$ cat config.mk
export PLATFORM = sky130hd
export DESIGN_NAME = ir_sense
export DESIGN_NICKNAME = d
export VERILOG_FILES = /design/src/rtl/ir_sense.sv
export SDC_FILE = /design/constraint.sdc
export NUM_CORES = 1
export LEC_CHECK = 0
export BUFFER_PORTS_ARGS = -buffer_cell sky130_fd_sc_hd__buf_2
export CAP_MARGIN = 15
export CORE_MARGIN = 8
export CORE_UTILIZATION = 40
export CTS_BUF_LIST = sky130_fd_sc_hd__clkbuf_8
export CTS_CLUSTER_DIAMETER = 50
export DETAILED_ROUTE_END_ITERATION = 10
export PLACE_DENSITY = 0.67
export SLEW_MARGIN = 5
export SYNTH_ARGS = -nofsm -noshare
export SYNTH_HDL_FRONTEND = slang
export SYNTH_SLANG_ARGS = --single-unit
$ cat constraint.sdc
create_clock -name clk -period 5.94 [get_ports clk]
set_input_delay 1.188 -clock clk [delete_from_list [all_inputs] [get_ports clk]]
set_output_delay 1.188 -clock clk [all_outputs]
set_load 0.005 [all_outputs]
$ cat src/rtl/ir_sense.sv
// IR sensor sampler: sequences two A2D conversions per period, registers left/right
// readings with hysteretic open flags and a saturated derivative of their difference.
`timescale 1ns/1ps
module ir_sense #(
  parameter logic [2:0]  LFT_CHNL   = 3'd0,
  parameter logic [2:0]  RGHT_CHNL  = 3'd4,
  parameter logic [15:0] SAMPLE_PER = 16'd50000,
  parameter logic [11:0] OPN_LO     = 12'h300,
  parameter logic [11:0] CLS_HI     = 12'h400,
  parameter int          DTRM_DEPTH = 4,
  parameter logic [15:0] CNV_TMO    = 16'd2048
) (
  input  logic        clk,
  input  logic        rst,
  input  logic        en,
  output logic        strt_cnv,
  output logic [2:0]  chnnl,
  input  logic        cnv_cmplt,
  input  logic [11:0] res,
  output logic [11:0] lft_IR,
  output logic [11:0] rght_IR,
  output logic        lft_opn,
  output logic        rght_opn,
  output logic [8:0]  IR_Dtrm,
  output logic        IR_vld,
  output logic        cnv_err
);

  typedef enum logic [2:0] {IDLE, CNV_L, WAIT_L, CNV_R, WAIT_R, UPD} state_t;

  localparam logic [3:0] DEPTH_CNT = 4'(DTRM_DEPTH);

  state_t             state_reg, state_next;
  logic [15:0]        per_cnt_reg;
  logic [15:0]        tmo_cnt_reg;
  logic [11:0]        lft_tmp_reg;
  logic [3:0]         rnd_cnt_reg;
  logic [11:0]        lft_ir_reg, rght_ir_reg;
  logic               lft_opn_reg, rght_opn_reg;
  logic [8:0]         dtrm_reg;
  logic               cnv_err_reg;

  logic               tick;
  logic               in_wait;
  logic               tmo_hit;
  logic               upd_en;
  logic               lft_opn_next, rght_opn_next;
  logic signed [12:0] d_now;
  logic signed [12:0] d_old;
  logic signed [13:0] d_diff;
  logic signed [13:0] d_shr;
  logic signed [8:0]  d_sat;
  logic [8:0]         dtrm_next;

  assign tick    = (per_cnt_reg == 16'd0);
  assign in_wait = (state_reg == WAIT_L) || (state_reg == WAIT_R);
  assign tmo_hit = in_wait && !cnv_cmplt && (tmo_cnt_reg == CNV_TMO - 16'd1);
  // Outputs load on the right-channel completion so they are valid while IR_vld is high.
  assign upd_en  = (state_reg == WAIT_R) && cnv_cmplt;

  always_comb begin
    state_next = state_reg;
    strt_cnv   = 1'b0;
    chnnl      = LFT_CHNL;
    case (state_reg)
      IDLE:   if (tick && en) state_next = CNV_L;
      CNV_L: begin
        strt_cnv   = 1'b1;
        state_next = WAIT_L;
      end
      WAIT_L: begin
        if (cnv_cmplt)    state_next = CNV_R;
        else if (tmo_hit) state_next = IDLE;
      end
      CNV_R: begin
        strt_cnv   = 1'b1;
        chnnl      = RGHT_CHNL;
        state_next = WAIT_R;
      end
      WAIT_R: begin
        chnnl = RGHT_CHNL;
        if (cnv_cmplt)    state_next = UPD;
        else if (tmo_hit) state_next = IDLE;
      end
      UPD:     state_next = IDLE;
      default: state_next = IDLE;
    endcase
  end

  always_ff @(posedge clk) begin
    if (rst) begin
      state_reg   <= IDLE;
      per_cnt_reg <= SAMPLE_PER - 16'd1;
      tmo_cnt_reg <= 16'd0;
      lft_tmp_reg <= 12'd0;
      cnv_err_reg <= 1'b0;
    end else begin
      state_reg   <= state_next;
      per_cnt_reg <= tick ? (SAMPLE_PER - 16'd1) : (per_cnt_reg - 16'd1);
      tmo_cnt_reg <= in_wait ? (tmo_cnt_reg + 16'd1) : 16'd0;
      if ((state_reg == WAIT_L) && cnv_cmplt) lft_tmp_reg <= res;
      if (tmo_hit) cnv_err_reg <= 1'b1;
    end
  end

  // Open flags hold their previous value inside the hysteresis band, thresholds included.
  always_comb begin
    lft_opn_next = lft_opn_reg;
    if (lft_tmp_reg < OPN_LO)      lft_opn_next = 1'b1;
    else if (lft_tmp_reg > CLS_HI) lft_opn_next = 1'b0;
    rght_opn_next = rght_opn_reg;
    if (res < OPN_LO)              rght_opn_next = 1'b1;
    else if (res > CLS_HI)         rght_opn_next = 1'b0;
  end

  // History of past differences; element 0 is the newest.
  for (genvar gi = 0; gi < DTRM_DEPTH; gi++) begin : g_hist
    logic signed [12:0] h_reg;
    always_ff @(posedge clk) begin
      if (rst)         h_reg <= '0;
      else if (upd_en) begin
        if (gi == 0)   h_reg <= d_now;
        else           h_reg <= g_hist[(gi == 0) ? 0 : gi - 1].h_reg;
      end
    end
  end

  assign d_now  = $signed({1'b0, lft_tmp_reg}) - $signed({1'b0, res});
  assign d_old  = g_hist[DTRM_DEPTH-1].h_reg;
  assign d_diff = $signed({d_now[12], d_now}) - $signed({d_old[12], d_old});
  assign d_shr  = d_diff >>> 2;

  always_comb begin
    if (d_shr > 14'sd255)        d_sat = 9'sd255;
    else if (d_shr < -14'sd256)  d_sat = -9'sd256;
    else                         d_sat = d_shr[8:0];
    dtrm_next = 9'd0;
    if ((rnd_cnt_reg == DEPTH_CNT) && !lft_opn_next && !rght_opn_next)
      dtrm_next = d_sat;
  end

  always_ff @(posedge clk) begin
    if (rst) begin
      lft_ir_reg   <= 12'd0;
      rght_ir_reg  <= 12'd0;
      lft_opn_reg  <= 1'b1;
      rght_opn_reg <= 1'b1;
      dtrm_reg     <= 9'd0;
      rnd_cnt_reg  <= 4'd0;
    end else if (upd_en) begin
      lft_ir_reg   <= lft_tmp_reg;
      rght_ir_reg  <= res;
      lft_opn_reg  <= lft_opn_next;
      rght_opn_reg <= rght_opn_next;
      dtrm_reg     <= dtrm_next;
      if (rnd_cnt_reg != DEPTH_CNT) rnd_cnt_reg <= rnd_cnt_reg + 4'd1;
    end
  end

  assign lft_IR   = lft_ir_reg;
  assign rght_IR  = rght_ir_reg;
  assign lft_opn  = lft_opn_reg;
  assign rght_opn = rght_opn_reg;
  assign IR_Dtrm  = dtrm_reg;
  assign IR_vld   = (state_reg == UPD);
  assign cnv_err  = cnv_err_reg;

endmodule
==> impl_metrics.ini, run 1 <==
[cells_and_area]
area_growth_pct = 14.09
final_common_cell = nand2_1
final-seq-area_um2 = 2783
multiInputGateArea_um2 = 3272
fillers = 1647
final_util = 0.4616
diodes = 0
layout_common_cells = 208 x nand2_1, 139 x dfxtp_1, 104 x a21oi_1
largest_register_ffs = 39
final_nets = 878
fin_area_um2 = 7226
drive_above_1_share = 0.1277

[route]
dr_total_vias = 5231
ant_nets = 0
vias_per_cell = 4.926
wl_per_cell_um = 12.88
dr.pass1.iters = 4
drtIter0Drc = 333
drcViolationCount = 0
wl_mm = 13.68

[power_and_ir_drop]
seq_power_share = 0.491
total_power_mw = 1.901
peakVddDrop_v = 0.0001394
p_clk_frac = 0.457
powerDensity_nw_per_um2 = 263.1
p_int_mw = 1.468
p_switching_mw = 0.4331
comb_power_share = 0.052
netSwitchingFraction = 0.2278
leakage_nw = 2.749

[yosys]
ys.flop_type = dfxtp_1
synth-edff-count = 0
ys_warn_count = 0
synth.avg_cell_area_um2 = 8.007
seq_area_frac_synth = 0.4394
synth.distinct_cells = 59
synth_seq_cells = 139
syn-cell-area_um2 = 6334
syn-instance-count = 791
async_reset_ff_frac = 0

[setup_path]
crit_arrival_ps = 5000
worstPathMaxFanout = 8
cp_data_required_time_ps = 6330
cp-start-kind = primary input
cp-end-kind = register
reg2reg_depth = 16
path_class = primary input to register

[sta]
fin_ws_ps = 1329
period_share = 0.7763
hold_viol_final = 0
max-slew-margin-rel = 0.3520
tightest_slew_ps = 972.1
fmax_mhz = 216.9
fin_worst_skew_ps = 9.337
rsz0062_at_grt = no
finalSetupTns_ps = 0
setup_violations = 0
finalMaxSlewViolations = 0
period_needed_ps = 4611

[placement]
dp_slack_ps = 914.3
hpwl_mm = 9.567
gp_congestion = 0.8497
portBuffers = 54
placed_area_um2 = 6770

[clocking]
clkTransAtPathRegs_ps = 80
cts_resized = 0
htreeDepth = 4
cts_inserted_buffers = 17
cts_sinks = 139
root_buffer = clkbuf_8
cts_post_setup_buffers_inserted = 0
insertion_delay_ps = 450
tritoncts = done
postCtsHoldBufs = 0
cts_max_path_buffers = 2

[job]
drv_cap = 0

[die]
dieArea_um2 = 20120
die_h_um = 141.8
coreArea_um2 = 15660
fp.dieW_um = 141.8
initial_core_util = 0.4046
num_rows = 46
io_pins = 57

[global_routing]
grt.total_usage = 0.1423
grt_max_degree = 92
antenna_found_initial = 0
grt-ovfl-total = 0
grt_pass1_vias = 4801
grt_pass1_wl_mm = 23.29

[hold_path]
hold_path_class = register to register
holdPathStages = 1

[outcome]
status = finished clean
## power groups by stage
| stage | logic, mW | clock network, mW | registers (mW) |
|---|---|---|---|
| floorplan | 0.0719 | 0 | 0.956 |
| global placement | 0.0976 | 0 | 0.956 |
| detailed placement | 0.0982 | 0 | 0.956 |
| CTS | 0.0988 | 0.889 | 0.934 |
| global route | 0.110 | 0.938 | 0.934 |
| finish | 0.0987 | 0.868 | 0.934 |
## layer usage
layer | track usage | up-vias | wire length [um]
li1 | - | 2723 | -
met1 | 0.1889 | 2410 | 6846
met2 | 0.2167 | 84 | 6180
met3 | 0.03562 | 14 | 468
met4 | 0.05596 | 0 | 182
met5 | 0 | - | 0
## worst max-delay path: stages
cell	delay, ps
buf_2	120
inv_1	50
ha_1	350
or2_2	310
a21oi_1	150
a31oi_1	90
a21oi_1	200
xnor2_1	160
ha_1	320
a21oi_1	240
o221ai_2	170
a221oi_4	440
xnor2_1	210
a21oi_1	120
nor4_2	620
a221o_1	250
## stage by stage
step | instances | hold slack, ps
final | 1062 | 401.7
after global routing | 1062 | 410.1
after CTS | 1062 | 403.1
after detailed placement | 1030 | 385.7
after global placement | 1030 | 384.5
after floorplan | 792 | 370.7
## synth_stat cells, types with 3 or more instances
cell type / n / share of area
dfxtp_1: 139 / 0.44
nor4_1: 6 / 0.0059
nand4_1: 3 / 0.0030
xnor2_1: 26 / 0.036
nor2_1: 53 / 0.031
o21ai_0: 9 / 0.0071
nand2_1: 209 / 0.12
a221o_1: 8 / 0.013
nor4b_1: 3 / 0.0041
and2_1: 3 / 0.0030
nor2b_1: 8 / 0.0079
ha_1: 28 / 0.055
or2_2: 4 / 0.0040
a21oi_1: 104 / 0.082
or3_1: 4 / 0.0040
a211oi_1: 3 / 0.0036
xor2_1: 19 / 0.026
clkbuf_1: 33 / 0.020
nand3b_1: 6 / 0.0071
and3_1: 6 / 0.0059
nand3_1: 15 / 0.012
inv_1: 38 / 0.023
nand2b_1: 3 / 0.0030
nor3_1: 15 / 0.012
## final cells by class
cell class | count | area share
multi-input cells | 579 | 0.4528
flip-flops and latches | 139 | 0.3851
repair buffers | 58 | 0.04190
well taps | 216 | 0.03740
clock buffers | 17 | 0.03238
clock inverters | 15 | 0.03065
inverters | 38 | 0.01974
## path summary, 6_finish.rpt
| check | startpoint | end | slack (ps) |
|---|---|---|---|
| setup / recovery | res[4] | IR_Dtrm[1] | 1330 |
| hold / removal | per_cnt_reg[0] | per_cnt_reg[0] | 400 |
| setup reg to reg | lft_tmp_reg[0] | IR_Dtrm[1] | 1840 |
| hold reg to reg | per_cnt_reg[0] | per_cnt_reg[0] | 400 |
## cells by family after synthesis
family,synth area share
muxes,0.003161
buffers and inverters,0.04524
xor gates and xnor gates,0.06223
AOI/OAI and AO/OA,0.1409
and+or+nand+nor,0.2501
adders and majority gates,0.05848
other,0.0005921
DFF,0.4394
Power figures use the tool's default switching activity.
==> run 2, diff against run 1 <==
Clock period 5.94 ns to 4.49 ns, I/O delays scaled along.
==> run 2 against run 1 <==
Critical path depth unchanged; power rose by 22%; critical path type unchanged; sequential power is 33% higher; largest cell class unchanged; final cell count increased by 0.28%.
==> impl_metrics.ini, run 2 (same netlist as run 1, synthesis figures left out) <==
[sta]
period_share = 0.9248
period_needed_ps = 4152
finalMaxSlewViolations = 0
fmax_mhz = 240.8
hold_viol_final = 0
fin_worst_skew_ps = 9.820
rsz0062_at_grt = no
max-slew-margin-rel = 0.5473
tightest_slew_ps = 679.0
setup_violations = 0

[power_and_ir_drop]
leakage_nw = 2.756
powerDensity_nw_per_um2 = 321.4
total_power_mw = 2.311
peakVddDrop_v = 0.0002022

[setup_path]
path_cells = buf_2 -> inv_1 -> ha_1 -> nor2b_1 -> o211ai_1 -> a31oi_1 -> a21oi_1 -> xnor2_1 -> ha_1 -> a21oi_1 -> o221ai_2 -> a221oi_4 -> nand2_1 -> a2111oi_0 -> nor3_2 -> a221o_1
reg2reg_depth = 16
path_class = primary input to register
r2r_start = lft_tmp_reg[0]
cp_data_required_time_ps = 4820
slowest_delay_ps = 530
crit_slowest_cell = a2111oi_0
critPathBufInv = 2
path_delay_family = compound AO/OA/AOI/OAI gates
crit_arrival_ps = 4480
cp-start-kind = primary input
cp-end-kind = register
worstPathMaxFanout = 8
timing.rr.end = IR_Dtrm[7]
r2r_slack_ps = 470

[die]
coreArea_um2 = 15660
io_pins = 57
die_h_um = 141.8
dieArea_um2 = 20120
num_rows = 46
initial_core_util = 0.4046
fp.dieW_um = 141.8

[clocking]
cts_max_path_buffers = 2
tritoncts = done
root_buffer = clkbuf_8
clkTransAtPathRegs_ps = 70
htreeDepth = 4
cts_sinks = 139
cts_inserted_buffers = 17
insertion_delay_ps = 450
cts_post_setup_buffers_inserted = 0

[route]
drcViolationCount = 0
wl_per_cell_um = 12.98
dr.pass1.iters = 4
dr_total_vias = 5202
drtIter0Drc = 326
vias_per_cell = 4.885
ant_nets = 0
wl_mm = 13.82

[job]
drv_cap = 0

[cells_and_area]
area_growth_pct = 13.51
layout_common_cells = 208 x nand2_1, 139 x dfxtp_1, 104 x a21oi_1
diodes = 0
final_common_cell = nand2_1
final_nets = 882
fillers = 1630
drive_above_1_share = 0.1307
instances_no_fill = 1065
largest_register_ffs = 39

[hold_path]
whs_endpoint = per_cnt_reg[0]
holdPathStages = 1
hold_path_class = register to register
hp-start = per_cnt_reg[0]

[placement]
portBuffers = 54
place_inst = 1034
hpwl_mm = 9.710
gp_congestion = 0.8462

[global_routing]
grt-ovfl-total = 0
grt_pass1_wl_mm = 23.85
grt_pass1_vias = 4980
grt.total_usage = 0.1464
antenna_found_initial = 0
grt_max_degree = 68

[outcome]
status = finished clean
run 2: routing by layer:
layer / track usage / vias to the layer above / routed length [um]
met1: 0.1868 / 2372 / 6989
met3: 0.03898 / 21 / 462
li1: - / 2730 / -
met2: 0.2261 / 79 / 6073
met5: 0 / - / 0
met4: 0.06783 / 0 / 299
run 2: worst max path at each step:
stage / start / endpoint / slack (ps) / cells past startpoint
3_5_place_dp: res[0] / IR_Dtrm[2] / -160 / 16
3_3_place_gp: res[4] / IR_Dtrm[6] / -90 / 16
2_1_floorplan: res[4] / IR_Dtrm[0] / 290 / 15
6_report: res[1] / IR_Dtrm[7] / 340 / 16
4_1_cts: res[0] / IR_Dtrm[2] / 310 / 16
5_1_grt: res[0] / IR_Dtrm[7] / 50 / 16
run 2: what timing repair did:
item	in CTS	in global routing
endpoints found under the setup margin	0	8
hold buffers	0	0
resized for setup	0	2
run 2: cell type report:
| cell class | instances | area, um2 | area share |
|---|---|---|---|
| multi-input combinational | 579 | 3286 | 0.4570 |
| sequential | 139 | 2783 | 0.3871 |
| timing repair buffer | 62 | 345.3 | 0.04803 |
| clock buffer | 21 | 289.0 | 0.04020 |
| tap | 216 | 270.3 | 0.03759 |
| inverter | 38 | 142.6 | 0.01984 |
| clock inverter | 10 | 73.82 | 0.01027 |
run 2: metrics by stage:
step / setup WS (ps) / hold WS [ps] / instance area [um2] / setup TNS, ps / utilization
2_1_floorplan: 285.6 / 370.7 / 6337 / 0 / -
3_3_place_gp: -90.63 / 386.5 / 6813 / -703.0 / 0.4352
3_5_place_dp: -162.2 / 395.3 / 6813 / -1264 / 0.4352
4_1_cts: 309.0 / 412.3 / 7176 / 0 / 0.4584
5_1_grt: 52.29 / 456.9 / 7189 / 0 / 0.4592
6_report: 337.9 / 409.0 / 7189 / 0 / 0.4592
run 2: report_power, final:
| group | leakage, nW | internal, mW | switching (mW) |
|---|---|---|---|
| combinational | 1.43 | 0.0503 | 0.0851 |
| sequential | 1.12 | 1.23 | 0.00189 |
| clock | 0.202 | 0.483 | 0.456 |
| total | 2.76 | 1.77 | 0.543 |
run 2: worst register-to-register path: cells and delay by family (launching register included):
kind                     cells  cell delay (ps)
AO/OA/AOI/OAI                5             1580
adder cells (fa/ha/maj)      3              890
AND/OR/NAND/NOR              6              790
flip-flops                   1              390
XOR/XNOR                     1              220
buffers and inverters        1               60
==> run 3, diff against run 2 <==
Settings changed: PLACE_DENSITY 0.67 to 0.58.
==> run 3 against run 2 <==
Largest cell class unchanged; sequential power about the same; critical path depth unchanged; wire length increased by 2.1%; combinational power barely moved; clock skew is 1.7 ps lower; core utilization grew 0.36 points; clock power increased by 8%; worst setup slack worse by 59 ps; via count grew 0.81%; maximum frequency decreased by 1.4%; power is 3.3% higher.
==> impl_metrics.ini, run 3 (same netlist as run 1, synthesis figures left out) <==
[route]
dr.pass1.iters = 5
drtIter0Drc = 307
wl_mm = 14.12
wl_per_cell_um = 13.21
drcViolationCount = 0
vias_per_cell = 4.906
ant_nets = 0
dr_total_vias = 5244

[sta]
period_share = 0.9378
finalMaxSlewViolations = 0
rsz0062_at_grt = no
fin_hold_ws_ps = 401.8
setup_violations = 0
fmax_mhz = 237.5
max-slew-margin-rel = 0.4646
period_needed_ps = 4211
hold_viol_final = 0
fin_worst_skew_ps = 8.144
tightest_slew_ps = 803.2
fin_ws_ps = 279.1

[cells_and_area]
fin_area_um2 = 7246
diodes = 0
final_nets = 885
area_growth_pct = 14.40
drive_above_1_share = 0.1301
fillers = 1647
multiInputGateArea_um2 = 3281
final_common_cell = nand2_1
final-seq-area_um2 = 2783
layout_common_cells = 208 x nand2_1, 139 x dfxtp_1, 104 x a21oi_1
largest_register_ffs = 39

[clocking]
cts_inserted_buffers = 17
insertion_delay_ps = 440
htreeDepth = 4
tritoncts = done
cts_max_path_buffers = 2
cts_sinks = 139
cts_post_setup_buffers_inserted = 0
postCtsHoldBufs = 0
root_buffer = clkbuf_8
clkTransAtPathRegs_ps = 70

[setup_path]
cp-end-kind = register
cp_data_required_time_ps = 4880
r2r_start = lft_tmp_reg[0]
timing.rr.end = IR_Dtrm[6]
slowest_delay_ps = 620
crit_arrival_ps = 4600
cp-start-kind = primary input
reg2reg_depth = 16
worstPathMaxFanout = 8
cp_common_cell = ha_1
path_cells = buf_2 -> ha_1 -> fa_1 -> nor2b_1 -> o2111ai_1 -> nand2_1 -> nor2_1 -> xnor2_1 -> ha_1 -> nand3_1 -> o221ai_2 -> a221oi_4 -> mux2i_1 -> a41oi_1 -> nor3_1 -> a221o_1
path_class = primary input to register
crit_slowest_cell = nor3_1
r2r_slack_ps = 420

[job]
drv_cap = 0

[global_routing]
grt.total_usage = 0.1479
antenna_found_initial = 0
grt_pass1_wl_mm = 24.18
grt_pass1_vias = 4964
grt_max_degree = 79
grt-ovfl-total = 0

[hold_path]
hold_path_class = register to register
hp-start = per_cnt_reg[0]
whs_endpoint = per_cnt_reg[0]
holdPathStages = 1

[power_and_ir_drop]
leakage_nw = 2.792
seq_power_share = 0.518
comb_power_share = 0.058
p_int_mw = 1.844
total_power_mw = 2.387
p_switching_mw = 0.5430
p_clk_frac = 0.424
powerDensity_nw_per_um2 = 329.4
peakVddDrop_v = 0.0001794
netSwitchingFraction = 0.2275

[outcome]
status = finished clean

[placement]
hpwl_mm = 9.761
gp_congestion = 0.7973
portBuffers = 54
placed_area_um2 = 6835
dp_slack_ps = -231.5

[die]
dieArea_um2 = 20120
io_pins = 57
coreArea_um2 = 15660
num_rows = 46
initial_core_util = 0.4046
die_h_um = 141.8
fp.dieW_um = 141.8
## run 3: changes by cell type in the layout (fill, tap and decap cells not counted), sizes merged
| cell | before | now |
|---|---|---|
| buf | 62 | 65 |
| bufinv | 1 | 2 |
| clkinv | 8 | 4 |
| inv | 39 | 42 |
| clkbuf | 21 | 22 |
## run 3: what timing repair did
action,in CTS,in global routing
endpoints found under the hold margin,0,0
gates resized for setup,0,1
setup endpoints to repair,0,8
## run 3: power by group through the flow
stage | registers, mW | logic, mW | clock network [mW]
floorplan | 1.26 | 0.0951 | 0
global placement | 1.26 | 0.136 | 0
detailed placement | 1.26 | 0.137 | 0
CTS | 1.24 | 0.138 | 1.05
global route | 1.24 | 0.154 | 1.11
finish | 1.24 | 0.138 | 1.01
## run 3: stage by stage
step | instances | TNS, ps | utilization
after floorplan | 792 | 0 | -
after global placement | 1037 | -964.7 | 0.4366
after detailed placement | 1037 | -1765 | 0.4366
after CTS | 1069 | 0 | 0.4623
after global routing | 1069 | 0 | 0.4628
final | 1069 | 0 | 0.4628
## run 3: per-layer routing
metal	part of all wire	track usage	vias to the layer above
met5	0	0	-
met2	0.44	0.2200	85
met1	0.51	0.1977	2402
met4	0.015	0.06049	0
li1	-	-	2744
met3	0.040	0.04032	13
## run 3: worst max-delay path by stage
stage,endpoint,startpoint,cells past startpoint,slack [ps]
floorplan,IR_Dtrm[0],res[4],15,290
global placement,IR_Dtrm[1],res[0],16,-120
detailed placement,IR_Dtrm[6],res[0],16,-230
CTS,IR_Dtrm[6],res[0],16,240
global route,IR_Dtrm[1],res[0],16,30
finish,IR_Dtrm[6],res[0],16,280
## run 3: final cells by class
class	count	area share
well taps	216	0.03730
clock inverters	10	0.01364
multi-input cells	579	0.4528
repair buffers	65	0.05077
clock buffers	22	0.04179
flip-flops and latches	139	0.3840
inverters	38	0.01969
## run 3: worst max-delay path, delay by kind of cell
family                     cells  cell delay, ps
and+or+nand+nor                5            1110
AOI/OAI and AO/OA              5            1090
adders and majority gates      3             960
muxes                          1             230
xor gates and xnor gates       1             210
buffers and inverters          1             110
